==> src/rtl/piso_serializer.sv <==
// ============================================================================
// piso_serializer
// ----------------------------------------------------------------------------
// Parallel-in / serial-out transmitter. Accepts a WIDTH-bit word on a
// valid/ready handshake and shifts it out MSB first, one bit per clock.
// A new word may be accepted on the final bit of the current one, giving
// gap-free back-to-back streaming.
//
// Optional build macro: PISO_PARITY_EN
//   When defined, one even-parity bit (XOR of the accepted word) follows the
//   last data bit; done and the back-to-back accept window move onto that
//   parity cycle. The port list is identical in both builds.
//
// Parameters:
//   WIDTH  data word width in bits (2..32)
//
// Ports:
//   clk         rising-edge clock
//   rst         asynchronous, active-high reset
//   din         parallel word to transmit
//   load_valid  din is valid this cycle
//   load_ready  block can accept a word this cycle
//   sout        serial data bit
//   sout_valid  sout carries a data (or parity) bit this cycle
//   busy        transfer in progress
//   done        one-cycle pulse on the final bit of a word
// ============================================================================
module piso_serializer #(
    parameter int WIDTH = 8
) (
    input  logic             clk,
    input  logic             rst,
    input  logic [WIDTH-1:0] din,
    input  logic             load_valid,
    output logic             load_ready,
    output logic             sout,
    output logic             sout_valid,
    output logic             busy,
    output logic             done
);

    // Bit-counter width, derived from WIDTH.
    localparam int CNT_W = $clog2(WIDTH + 1);

    typedef enum logic [1:0] {
        ST_IDLE   = 2'd0,
`ifdef PISO_PARITY_EN
        ST_PARITY = 2'd2,
`endif
        ST_SHIFT  = 2'd1
    } state_t;

`ifdef PISO_PARITY_EN
    // Even parity of a data word.
    function automatic logic even_parity(input logic [WIDTH-1:0] word);
        return ^word;
    endfunction
`endif

    state_t             state_r;
    logic [WIDTH-1:0]   shreg_r;
    logic [CNT_W-1:0]   cnt_r;

    state_t             state_s;
    logic [WIDTH-1:0]   shreg_s;
    logic [CNT_W-1:0]   cnt_s;
    logic               accept_s;

    logic               sout_s;
    logic               sout_valid_s;
    logic               busy_s;
    logic               done_s;
    logic               load_ready_s;

`ifdef PISO_PARITY_EN
    logic               parity_r;
    logic               parity_s;
`endif

    // A word is taken only when the registered ready is high.
    assign accept_s = load_valid && load_ready;

    // Next-state computation: state, shift register, counter (and parity).
    always_comb begin
        state_s = state_r;
        shreg_s = shreg_r;
        cnt_s   = cnt_r;
`ifdef PISO_PARITY_EN
        parity_s = parity_r;
`endif
        case (state_r)
            ST_IDLE: begin
                if (accept_s) begin
                    state_s = ST_SHIFT;
                    shreg_s = din;
                    cnt_s   = CNT_W'(WIDTH - 1);
`ifdef PISO_PARITY_EN
                    parity_s = even_parity(din);
`endif
                end else begin
                    state_s = ST_IDLE;
                end
            end
            ST_SHIFT: begin
                if (cnt_r != {CNT_W{1'b0}}) begin
                    shreg_s = {shreg_r[WIDTH-2:0], 1'b0};
                    cnt_s   = cnt_r - CNT_W'(1);
                end else begin
`ifdef PISO_PARITY_EN
                    // Data exhausted: one parity cycle follows.
                    state_s = ST_PARITY;
                    shreg_s = {shreg_r[WIDTH-2:0], 1'b0};
`else
                    // Last bit: reload for gap-free streaming, else go idle.
                    if (accept_s) begin
                        state_s = ST_SHIFT;
                        shreg_s = din;
                        cnt_s   = CNT_W'(WIDTH - 1);
                    end else begin
                        state_s = ST_IDLE;
                        shreg_s = {shreg_r[WIDTH-2:0], 1'b0};
                    end
`endif
                end
            end
`ifdef PISO_PARITY_EN
            ST_PARITY: begin
                if (accept_s) begin
                    state_s  = ST_SHIFT;
                    shreg_s  = din;
                    cnt_s    = CNT_W'(WIDTH - 1);
                    parity_s = even_parity(din);
                end else begin
                    state_s = ST_IDLE;
                end
            end
`endif
            default: begin
                state_s = ST_IDLE;
                shreg_s = {WIDTH{1'b0}};
                cnt_s   = {CNT_W{1'b0}};
            end
        endcase
    end

    // Output values for the upcoming cycle, derived from the next state so
    // the outputs can be registered without a cycle of lag.
    always_comb begin
        sout_s       = 1'b0;
        sout_valid_s = 1'b0;
        busy_s       = 1'b0;
        done_s       = 1'b0;
        load_ready_s = 1'b0;
        case (state_s)
            ST_IDLE: begin
                load_ready_s = 1'b1;
            end
            ST_SHIFT: begin
                sout_s       = shreg_s[WIDTH-1];
                sout_valid_s = 1'b1;
                busy_s       = 1'b1;
`ifdef PISO_PARITY_EN
                done_s       = 1'b0;
                load_ready_s = 1'b0;
`else
                done_s       = (cnt_s == {CNT_W{1'b0}});
                load_ready_s = (cnt_s == {CNT_W{1'b0}});
`endif
            end
`ifdef PISO_PARITY_EN
            ST_PARITY: begin
                sout_s       = parity_s;
                sout_valid_s = 1'b1;
                busy_s       = 1'b1;
                done_s       = 1'b1;
                load_ready_s = 1'b1;
            end
`endif
            default: begin
                load_ready_s = 1'b0;
            end
        endcase
    end

    // FSM state, datapath and registered outputs.
    always_ff @(posedge clk or posedge rst) begin
        if (rst) begin
            state_r    <= ST_IDLE;
            shreg_r    <= {WIDTH{1'b0}};
            cnt_r      <= {CNT_W{1'b0}};
`ifdef PISO_PARITY_EN
            parity_r   <= 1'b0;
`endif
            sout       <= 1'b0;
            sout_valid <= 1'b0;
            busy       <= 1'b0;
            done       <= 1'b0;
            load_ready <= 1'b0;
        end else begin
            state_r    <= state_s;
            shreg_r    <= shreg_s;
            cnt_r      <= cnt_s;
`ifdef PISO_PARITY_EN
            parity_r   <= parity_s;
`endif
            sout       <= sout_s;
            sout_valid <= sout_valid_s;
            busy       <= busy_s;
            done       <= done_s;
            load_ready <= load_ready_s;
        end
    end

endmodule

==> config.mk <==
export PLATFORM = sky130hd
export DESIGN_NAME = piso_serializer
export DESIGN_NICKNAME = d
export VERILOG_FILES = /design/src/rtl/piso_serializer.sv
export SDC_FILE = /design/constraint.sdc
export NUM_CORES = 1
export LEC_CHECK = 0
export ABC_AREA = 1
export BUFFER_PORTS_ARGS = -buffer_cell sky130_fd_sc_hd__buf_2
export CAP_MARGIN = 20
export CORE_MARGIN = 2
export CORE_UTILIZATION = 55
export CTS_CLUSTER_SIZE = 20
export DETAILED_ROUTE_END_ITERATION = 8
export GPL_ROUTABILITY_DRIVEN = 0
export GPL_TIMING_DRIVEN = 0
export PLACE_DENSITY = 0.78
export SYNTH_ARGS = -nofsm -noshare
export SYNTH_HDL_FRONTEND = slang
export SYNTH_SLANG_ARGS = --single-unit
==> constraint.sdc <==
create_clock -name clk -period 2.4 [get_ports clk]
set_input_delay 0.36 -clock clk [delete_from_list [all_inputs] [get_ports clk]]
set_output_delay 0.36 -clock clk [all_outputs]
set_load 0.1 [all_outputs]
Word level (Yosys, flattened, before mapping) --
Index checks and enable logic that the tools add are counted.
Storage, ports and cells: register bits 18, input port bits 11, output and inout bits 5, logic and storage cells 31
Cells by class: add/subtract/negate cells 1, equal/unequal tests 3, multiplexer cells 14, reductions and logical operators 5
Operators by type and width (number):
- two-way mux 8 bit | 3
- case mux 8 bit (2 select lines) | 1
- two-way mux 4 bit | 2
- case mux 4 bit (2 select lines) | 1
- == test 2 x 1 -> 1 bit (second input constant) | 2
- zero test 2 bit | 2
- zero test 4 bit | 1
- two-way mux 1 bit | 4
- case mux 2 bit (2 select lines) | 1
- nonzero test 4 bit | 1
- subtractor 4 x 1 -> 4 bit (second input constant) | 1
- two-way mux 2 bit | 1
- != test 2 bit (second input constant) | 1
- case mux 1 bit (2 select lines) | 1
- logical AND 1 bit | 1

Longest topological paths before layout --
Gate-level depths: netlist of the first run.
depth after elaboration 6, depth in mapped cells 10

Worst setup path before layout of the first run --
No wires, ideal clock.
path type register -> register, start register load_ready, end register shreg_r[6], data arrival time 1.685 ns, path slack 0.580 ns, stages on the path, launching flop included 7, buffers on the path 1, clock period less this slack 1.820 ns, cells stage by stage dfrtp_1 > nand2_2 > inv_1 > nand3_2 > buf_6 > o211ai_1 > o211ai_1
On the way: word-level cells in the longest chain between the ends 4
Ends and longest elaborated chain:
- from (decl) | RTL line 35 | output logic load_ready,
- from (signal assigned) | RTL line 210 | load_ready <= load_ready_s;
- logical AND 1 bit (*) | RTL line 81 | assign accept_s = load_valid && load_ready;
- two-way mux 8 bit | RTL line 115 | if (accept_s) begin
- two-way mux 8 bit | RTL line 105 | if (cnt_r != {CNT_W{1'b0}}) begin
- case mux 8 bit (2 select lines) | RTL line 91 | case (state_r)
- to (signal assigned) | RTL line 189 | shreg_r <= {WIDTH{1'b0}};
- to (signal assigned) | RTL line 201 | shreg_r <= shreg_s;
- to (decl) | RTL line 61 | logic [WIDTH-1:0] shreg_r;
Every way passes the cells marked *; elsewhere a longest branch is shown, timed or not. A chain may end at the register's enable or synchronous reset.

Worst setup path in the final report of the first run --
start register cnt_r[0], end register load_ready
On the way: word-level cells in the longest chain between the ends 5
Ends and longest elaborated chain:
- from (decl) | RTL line 62 | logic [CNT_W-1:0] cnt_r;
- from (signal assigned) | RTL line 190 | cnt_r <= {CNT_W{1'b0}};
- from (signal assigned) | RTL line 202 | cnt_r <= cnt_s;
- subtractor 4 x 1 -> 4 bit, or another cell as far along | RTL line 107 | cnt_s = cnt_r - CNT_W'(1);
- two-way mux 4 bit | RTL line 105
- case mux 4 bit (2 select lines) (*) | RTL line 91
- via cnt_s[0] | RTL line 66 | logic [CNT_W-1:0] cnt_s;
- zero test 4 bit (*) | RTL line 167 | load_ready_s = (cnt_s == {CNT_W{1'b0}});
- case mux 1 bit (2 select lines) (*) | RTL line 154 | case (state_s)
- via load_ready_s | RTL line 73 | logic load_ready_s;
Mark *: on every way through the listed nets, which the timed path passes. The rest lies on a longest branch.

==> results of run 1 <==
## worst min path at each step
stage / start / to / slack [ns]
final: rst / busy / 0.16
after global routing: rst / state_r[0] / 0.23
after CTS: rst / sout / 0.18
after detailed placement: rst / state_r[0] / 0.48
after global placement: rst / load_ready / 0.47
after floorplan: rst / busy / 0.30
## per-layer routing
layer	part of all wire	vias to the layer above	wire, um
li1	-	402	-
met1	0.44	373	817
met2	0.47	26	862
met3	0.074	4	137
met4	0.014	0	26
met5	0	-	0
## registers in the layout (all words and copies together) (netlist names)
register,count
load_ready,1
state_r,2
busy,1
done,1
shreg_r,8
sout,1
cnt_r,4
## where the power goes
part | internal [uW] | leakage [uW] | switching, uW | total [uW]
combinational | 93.7 | 0.000342 | 260 | 354
sequential | 348 | 0.000234 | 28.3 | 376
clock | 58.1 | 0.0000138 | 83.7 | 142
## final cells by class
type                            instances  share of cell area
Buffer                                  2             0.01784
Clock buffer                            3             0.02140
Inverter                               20             0.07134
Multi-Input combinational cell         75              0.3710
Sequential cell                        18              0.4281
Tap cell                               16             0.01902
Timing Repair Buffer                   15             0.07134
## metrics by stage
step	util	instances	total power, uW
6_report	0.6826	149	871.5
5_1_grt	0.6826	149	926.1
4_1_cts	0.6826	149	872.7
3_5_place_dp	0.6680	146	733.0
3_3_place_gp	0.6680	146	725.4
2_1_floorplan	-	115	666.3
## critical path, cell delays in order (launching register included)
cell and delay (ns):
dfrtp_1 0.41, inv_1 0.11, ha_1 0.30, nand2_2 0.13, nand3_1 0.11, nand2_1 0.08, nor2_2 0.14, nor2_2 0.05
nand2_1 0.06, nand2_1 0.05
## cells in the final DEF (no fill, tap or decap)
cell      count
clkbuf_4      3
o211ai_1      5
o21ai_0       2
a32o_1        1
nand2_2       5
a21oi_1       1
nand3_1      14
ha_1          1
nand2_1      27
buf_4         1
inv_2         2
buf_2        15
buf_6         1
a22oi_1       1
nor2_1        9
inv_1        18
nor2_2        3
o211ai_2      1
conb_1        1
dfrtp_1      18
nand3_2       1
a21oi_2       3
## kinds of logic (layout without fill, tap and decap cells)
| family | after synthesis | in the layout |
|---|---|---|
| other | 1 | 1 |
| buffers and inverters | 22 | 40 |
| adders and majority gates | 1 | 1 |
| and+or+nand+nor | 59 | 59 |
| AOI/OAI and AO/OA | 14 | 14 |
| DFF | 18 | 18 |
==> flow_metrics.tcl, run 1 <==
set metrics [dict create \
    cts_resized 0 \
    track_usage 0.2168 \
    required_ns 2.57 \
    cts_buffers 3 \
    relSlewSlack 0.5503 \
    ff_latch_area_um2 450.4 \
    antenna_found_initial 0 \
    reg2reg_setup_slack_ns 0.86 \
    ant_nets 0 \
    fmax_mhz 649.3 \
    cts_tree "done" \
    rsz0062_at_grt "false" \
    vias 805 \
    multi_input_area_um2 390.4 \
    vias_per_cell 5.403 \
    start_kind "register" \
    synthDominantCellAreaShare 0.4819 \
    worstSetupStartpoint "cnt_r[0]" \
    dpl.hpwl_mm 1.388 \
    final_nets 147 \
    worstRegToRegCells 9 \
    ys_seq_area_frac 0.4819 \
    min_path_type "primary input to asynchronous set/reset pin" \
    ios 16 \
    syn_to_final_growth_pct 12.58 \
    grtUsageMet1 0.3013 \
    nFillCells 136 \
    min_period_ns 1.540 \
    grt_max_degree 19 \
    drc 0 \
    synth_top_family_by_area "simple AND/OR/NAND/NOR gates" \
    ys_top_cells_by_count "nand2_1, dfrtp_1, inv_1" \
    dieArea_um2 2045 \
    die_y_um 45.23 \
    cts_setup_buffers 0 \
    grt_pass1_vias 787 \
    use_met3 0.04800 \
    crit_path_max_fanout 5 \
    synth_cell_types 20 \
    async_flop_share 1.000 \
    grt_pass1_wl_mm 3.229 \
    dpl-instance-area_um2 1030 \
    path_clk_slew_ns 0.10 \
    synth_nets 127 \
    clock_sinks 18 \
    synth.most_common_cell "nand2_1" \
    worst_slew_pin_slew_ns 0.6737 \
    p_leak_uw 0.0005902 \
    die_width_um 45.23 \
    clk_path_buf_depth 2 \
    irDropWorstVdd_v 0.0005584 \
    h-tree-depth 1 \
    ys_warn_count 0 \
    synth_top_area_cell "dfrtp_1" \
    root_buffer "clkbuf_4" \
    fin_skew_ns 0.005530 \
    dr.pass1.iters 4 \
    rr_endpoint "load_ready" \
    cp-endpoint "load_ready" \
    avgSynthCellArea_um2 8.127 \
    synthCells 115 \
    numPortBuffers 15 \
    synth-xor-area-share 0 \
    timing.rr.start "cnt_r[0]" \
    gr-total-overflow 0 \
    yosys_most_used_dff "dfrtp_1" \
    routedWlPerCell_um 12.38 \
    cap_violations 0 \
    synth-adder-area-share 0.01339 \
    wl_mm 1.844 \
    yosys-top-cells-area "dfrtp_1, nand2_1, nand3_1, inv_1, o211ai_1" \
    n_antenna_cell 0 \
    core_um2 1541 \
    crit_path_end_kind "register" \
    synth_compound_area_frac 0.1165 \
    period_share 0.6417 \
    drt_first_iter_violations 30 \
    num_rows 14 \
    status "completed" \
    final_max_slew_viol_count 0 \
    start_util 0.6063 \
    synth_area_um2 934.6 \
    fin_area_um2 1052 \
    grt.busiest_layer "met2" \
    setup_viol 0 \
    ctsHoldBuffers 0 \
    power_density_nw_per_um2 828.2 \
    synth_seq_cells 18 \
    arrival_ns 1.71 \
    synth-simple-area-share 0.2838 \
    setup_slack_ns 0.8600 \
    grt_use_met2 0.3400 \
    synthMuxAreaShare 0 \
    hold_viol 0 \
    worstSetupPathType "register to register" \
    fin_setup_tns_ns 0 \
    synth_edf_count 0 \
    timing.hold.ws_ns 0.1611 \
    drive_gt1_frac 0.2632 \
    dp_slack_ns 0.9100 \
    clk_latency_ns 0.28 \
]
Note: power is estimated with default switching activity, not from simulation.
==> run 2: changes to the inputs <==
--- a/config.mk
+++ b/config.mk
@@ -9,12 +9,12 @@
 export BUFFER_PORTS_ARGS = -buffer_cell sky130_fd_sc_hd__buf_2
 export CAP_MARGIN = 20
 export CORE_MARGIN = 2
-export CORE_UTILIZATION = 55
+export CORE_UTILIZATION = 53
 export CTS_CLUSTER_SIZE = 20
 export DETAILED_ROUTE_END_ITERATION = 8
 export GPL_ROUTABILITY_DRIVEN = 0
 export GPL_TIMING_DRIVEN = 0
-export PLACE_DENSITY = 0.78
+export PLACE_DENSITY = 0.76
 export SYNTH_ARGS = -nofsm -noshare
 export SYNTH_HDL_FRONTEND = slang
 export SYNTH_SLANG_ARGS = --single-unit
==> constraint.sdc (replaced) <==
create_clock -name clk -period 1.6 [get_ports clk]
set_input_delay 0.24 -clock clk [delete_from_list [all_inputs] [get_ports clk]]
set_output_delay 0.24 -clock clk [all_outputs]
set_load 0.1 [all_outputs]
==> run 2 against run 1 <==
Largest power group unchanged. First-iteration DRC count decreased by 67%. Cell area increased by 0.83%. Fmax increased by 2.7%. Clock-buffer cell count increased by 1. Clock skew decreased by 0.00076 ns. Clock power increased by 68%. Sequential power increased by 50%. Setup slack got worse by 0.76 ns. Via count increased by 0.50%. Die area increased by 3.4%.
==> flow_metrics.tcl, run 2 (synthesis results as in run 1) <==
set metrics [dict create \
    status "completed" \
    grt_max_degree 19 \
    syn_to_final_growth_pct 13.52 \
    routedWlPerCell_um 12.17 \
    crit_path_max_fanout 10 \
    required_ns 1.78 \
    grt_pass1_vias 674 \
    track_usage 0.1993 \
    largestRegisters "shreg_r x8, cnt_r x4, state_r x2" \
    start_kind "register" \
    dpl-instance-area_um2 1032 \
    num_rows 15 \
    wl_mm 1.838 \
    min_period_ns 1.499 \
    vias_per_cell 5.358 \
    ant_nets 0 \
    start_util 0.5533 \
    dr.pass1.iters 4 \
    grt.busiest_layer "met2" \
    final_common_cell "nand2_1" \
    final_nets 147 \
    ios 16 \
    vias 809 \
    p_leak_uw 0.0005914 \
    die_y_um 46.00 \
    drc 0 \
    crit_path_end_kind "register" \
    grtUsageMet1 0.2587 \
    n_antenna_cell 0 \
    min_path_type "primary input to asynchronous set/reset pin" \
    worst_slew_pin_slew_ns 0.6719 \
    largest_reg_flops 8 \
    worstRegToRegCells 6 \
    relSlewSlack 0.5516 \
    root_buffer "clkbuf_4" \
    fmax_mhz 667.0 \
    rsz0062_at_grt "false" \
    power_density_nw_per_um2 1259 \
    use_met3 0.04762 \
    cts_tree "done" \
    fin_setup_tns_ns 0 \
    clk_path_buf_depth 2 \
    nFillCells 151 \
    period_share 0.9370 \
    reg2reg_setup_slack_ns 0.10 \
    hold_viol 0 \
    fin_util 0.6281 \
    timing.rr.start "cnt_r[0]" \
    dpl.hpwl_mm 1.344 \
    numPortBuffers 15 \
    core_um2 1689 \
    largest_register "shreg_r" \
    clock_sinks 18 \
    mostFrequentLayoutCells "nand2_1, inv_1, dfrtp_1, buf_2, nand3_1" \
    final_cell_count_no_fill 151 \
    cts_buffers 3 \
    setup_viol 0 \
    antenna_found_initial 0 \
    final_max_slew_viol_count 0 \
    rr_endpoint "shreg_r[6]" \
    h-tree-depth 1 \
    dieArea_um2 2116 \
    grt_pass1_wl_mm 2.904 \
    drive_gt1_frac 0.2761 \
    clk_latency_ns 0.30 \
    irDropWorstVdd_v 0.0007480 \
    cap_violations 0 \
    arrival_ns 1.68 \
    path_clk_slew_ns 0.10 \
    drt_first_iter_violations 10 \
    die_width_um 46.00 \
    worstSetupPathType "register to register" \
    dp_cells 147 \
    fin_area_um2 1061 \
    grt_use_met2 0.2972 \
    fin_skew_ns 0.004772 \
    gr-total-overflow 0 \
]
==> run 2: cell types whose count changed in the layout (fill, tap and decap cells not counted) <==
| cell | change |
|---|---|
| nor2_2 | +1 |
| nor2_1 | -1 |
| dfrtp_1 | -1 |
| dfrtp_2 | +1 |
| clkbuf_1 | +1 |
==> run 2: worst max-delay path by stage <==
stage               slack, ns     start  cells past startpoint          to
finish                   0.10  cnt_r[0]                      6  shreg_r[6]
global route             0.02  cnt_r[0]                     10        done
CTS                      0.06  cnt_r[0]                      7        done
detailed placement       0.08  cnt_r[0]                      7        done
global placement         0.07  cnt_r[0]                      7        done
floorplan                0.04      busy                      1  sout_valid
==> run 2: metal layers <==
layer,part of all wire,vias to the layer above
li1,-,402
met1,0.45,372
met2,0.47,28
met3,0.047,7
met4,0.032,0
met5,0,-
==> run 2: layout make-up <==
cell class                 count  area (um2)  area share
inverter                      20       75.07     0.07075
buffer                         2       18.77     0.01769
timing repair buffer          15       75.07     0.07075
clock buffer                   4       26.28     0.02476
tap                           17       21.27     0.02005
sequential                    18       451.7      0.4257
multi-input combinational     75       392.9      0.3703
==> run 2: power breakdown <==
part | leakage, uW | total [uW] | switching, uW | internal (uW)
sequential | 0.000234 | 564 | 41.7 | 522
clock | 0.0000150 | 239 | 142 | 97.3
combinational | 0.000343 | 532 | 391 | 141
total | 0.000591 | 1340 | 575 | 761
==> run 2: critical path, cell delays in order (launching register included) <==
cell      delay (ns)
dfrtp_1         0.39
inv_1           0.13
ha_1            0.30
nand3_2         0.12
buf_6           0.15
o211ai_1        0.17
o211ai_1        0.12
==> run 2: per-stage QoR <==
| stage | hold WS (ns) | worst slack (ns) | total power [uW] |
|---|---|---|---|
| 2_1_floorplan | 0.1785 | 0.03603 | 1001 |
| 3_3_place_gp | 0.3667 | 0.06953 | 1089 |
| 3_5_place_dp | 0.3712 | 0.07885 | 1100 |
| 4_1_cts | 0.04834 | 0.06258 | 1337 |
| 5_1_grt | 0.05506 | 0.01896 | 1425 |
| 6_report | 0.02202 | 0.1008 | 1336 |
==> run 2: what timing repair did <==
item	in CTS	in global routing
gates resized for setup	0	1
buffers inserted	0	0
endpoints found under the setup margin	0	1
hold buffers	0	0
==> run 3: changes to the inputs <==
--- a/config.mk
+++ b/config.mk
@@ -8,13 +8,16 @@
 export ABC_AREA = 1
 export BUFFER_PORTS_ARGS = -buffer_cell sky130_fd_sc_hd__buf_2
 export CAP_MARGIN = 20
+export CELL_PAD_IN_SITES_DETAIL_PLACEMENT = 2
+export CELL_PAD_IN_SITES_GLOBAL_PLACEMENT = 2
+export CORE_ASPECT_RATIO = 0.5
 export CORE_MARGIN = 2
-export CORE_UTILIZATION = 53
+export CORE_UTILIZATION = 31
 export CTS_CLUSTER_SIZE = 20
 export DETAILED_ROUTE_END_ITERATION = 8
 export GPL_ROUTABILITY_DRIVEN = 0
 export GPL_TIMING_DRIVEN = 0
-export PLACE_DENSITY = 0.76
+export PLACE_DENSITY_LB_ADDON = 0.1
 export SYNTH_ARGS = -nofsm -noshare
 export SYNTH_HDL_FRONTEND = slang
 export SYNTH_SLANG_ARGS = --single-unit
==> run 3 against run 2 <==
Sequential cell count is the same. Clock-buffer cell count did not move. Cell area up 6.1%. Clock power increased by 39%. Utilization down 25 points. Fmax grew 8.4%. Critical path type unchanged. Register-to-register slack gained 0.12 ns. First-iteration DRC count rose to 2.6 times the previous value. Wire length rose by 34%. Sequential power grew 0.7%. Worst hold slack improved by 0.061 ns.
==> flow_metrics.tcl, run 3 (synthesis results as in run 1) <==
set metrics [dict create \
    hold_viol 0 \
    die_y_um 42.83 \
    irDropWorstVdd_v 0.0006044 \
    dr_wl_met2_mm 1.221 \
    setup_slack_ns 0.2164 \
    root_buffer "clkbuf_8" \
    grt_pass1_wl_mm 4.429 \
    drt_first_iter_violations 26 \
    clock_sinks 18 \
    worstSetupPathType "register to register" \
    crit_path_frequent_cell "nand2_1" \
    cap_violations 0 \
    largest_register "shreg_r" \
    path_clk_slew_ns 0.07 \
    dr.max_layer_used "met4" \
    period_share 0.8647 \
    crit_path_top_delay_cell "dfrtp_1" \
    final_cell_count_no_fill 174 \
    start_kind "register" \
    arrival_ns 1.53 \
    ff_latch_area_um2 451.7 \
    wl_mm 2.459 \
    dp_cells 170 \
    ctsHoldBuffers 0 \
    core_um2 2943 \
    crit_path_end_kind "register" \
    cts_setup_buffers 0 \
    grt_pass1_vias 903 \
    syn_to_final_growth_pct 20.48 \
    cts_tree "done" \
    largest_reg_flops 8 \
    dr.pass1.iters 3 \
    nFillCells 353 \
    worst_slew_pin_slew_ns 0.6967 \
    num_rows 14 \
    status "completed" \
    ios 16 \
    n_antenna_cell 0 \
    rsz0062_at_grt "false" \
    dp_slack_ns -0.02261 \
    vias_per_cell 4.701 \
    relSlewSlack 0.5350 \
    power_density_nw_per_um2 1307 \
    cts_buffers 3 \
    wl_met1_mm 1.139 \
    ant_nets 0 \
    crit_buf_inv 1 \
    path_cells "nor2_1 -> nand2_1 -> inv_2 -> nand2_1 -> nand2_1 -> nor2_1 -> nand2_1 -> nand2_1" \
    p_leak_uw 0.0006013 \
    routedWlPerCell_um 14.13 \
    fin_skew_ns 0.0009101 \
    fin_setup_tns_ns 0 \
    min_path_type "primary input to asynchronous set/reset pin" \
    crit_path_max_incr_delay_ns 0.43 \
    numPortBuffers 15 \
    grt_max_degree 19 \
    start_util 0.3176 \
    clk_path_buf_depth 2 \
    setup_viol 0 \
    multi_input_area_um2 410.4 \
    final_common_cell "nand2_1" \
    vias 818 \
    wl_met3_um 92 \
    dieArea_um2 3497 \
    h-tree-depth 1 \
    final_max_slew_viol_count 0 \
    drc 0 \
    drive_gt1_frac 0.2910 \
    critPathTopFamily "simple AND/OR/NAND/NOR gates" \
    min_period_ns 1.384 \
    required_ns 1.75 \
    clk_latency_ns 0.25 \
    fmax_mhz 722.8 \
    final_nets 147 \
    largestRegisters "shreg_r x8, cnt_r x4, state_r x2" \
    crit_path_max_fanout 6 \
    dpl.hpwl_mm 1.926 \
    mostFrequentLayoutCells "nand2_1, inv_1, dfrtp_1, buf_2, nand3_1" \
    track_usage 0.1718 \
    die_width_um 81.65 \
    antenna_found_initial 0 \
    gr-total-overflow 0 \
]
run 3: layout make-up:
cell class	count	share of cell area
multi-input cells	75	0.3644
well taps	40	0.04444
clock buffers	4	0.04000
repair buffers	15	0.06667
flip-flops and latches	18	0.4011
inverters	20	0.06667
plain buffers	2	0.01667
run 3: timing repair:
action,in CTS,in global routing
cloned,0,0
setup endpoints to repair,4,6
gates resized for setup,2,3
endpoints found under the hold margin,0,0
run 3: power by group:
part / internal (uW) / leakage (uW) / switching [uW] / total [uW]
logic: 158 / 0.000345 / 414 / 572
registers: 523 / 0.000234 / 44.3 / 568
clock network: 177 / 0.0000228 / 156 / 333
run 3: metal layers:
metal	up-vias	global-route usage
met5	-	0
met4	0	0.02000
met3	2	0.05319
met2	13	0.2803
met1	404	0.2323
li1	399	-
run 3: metrics by stage:
step	cell area [um2]	power [uW]	utilization	hold WS (ns)
3_5_place_dp	1061	1129	0.3605	0.4155
6_report	1126	1472	0.3827	0.08263
5_1_grt	1126	1588	0.3827	0.1422
2_1_floorplan	935.9	1001	-	0.1785
4_1_cts	1114	1480	0.3784	0.1327
3_3_place_gp	1061	1116	0.3605	0.4026
run 3: worst paths after layout:
check,from,endpoint,slack (ns),cells after the start
min,rst,busy,0.08,2
max in group asynchronous,rst,load_ready,1.03,2
max reg2reg,state_r[0],load_ready,0.22,8
min in group clk,din[4],shreg_r[4],0.21,3
min reg2reg,shreg_r[4],shreg_r[4],0.51,2
max,state_r[0],load_ready,0.22,8
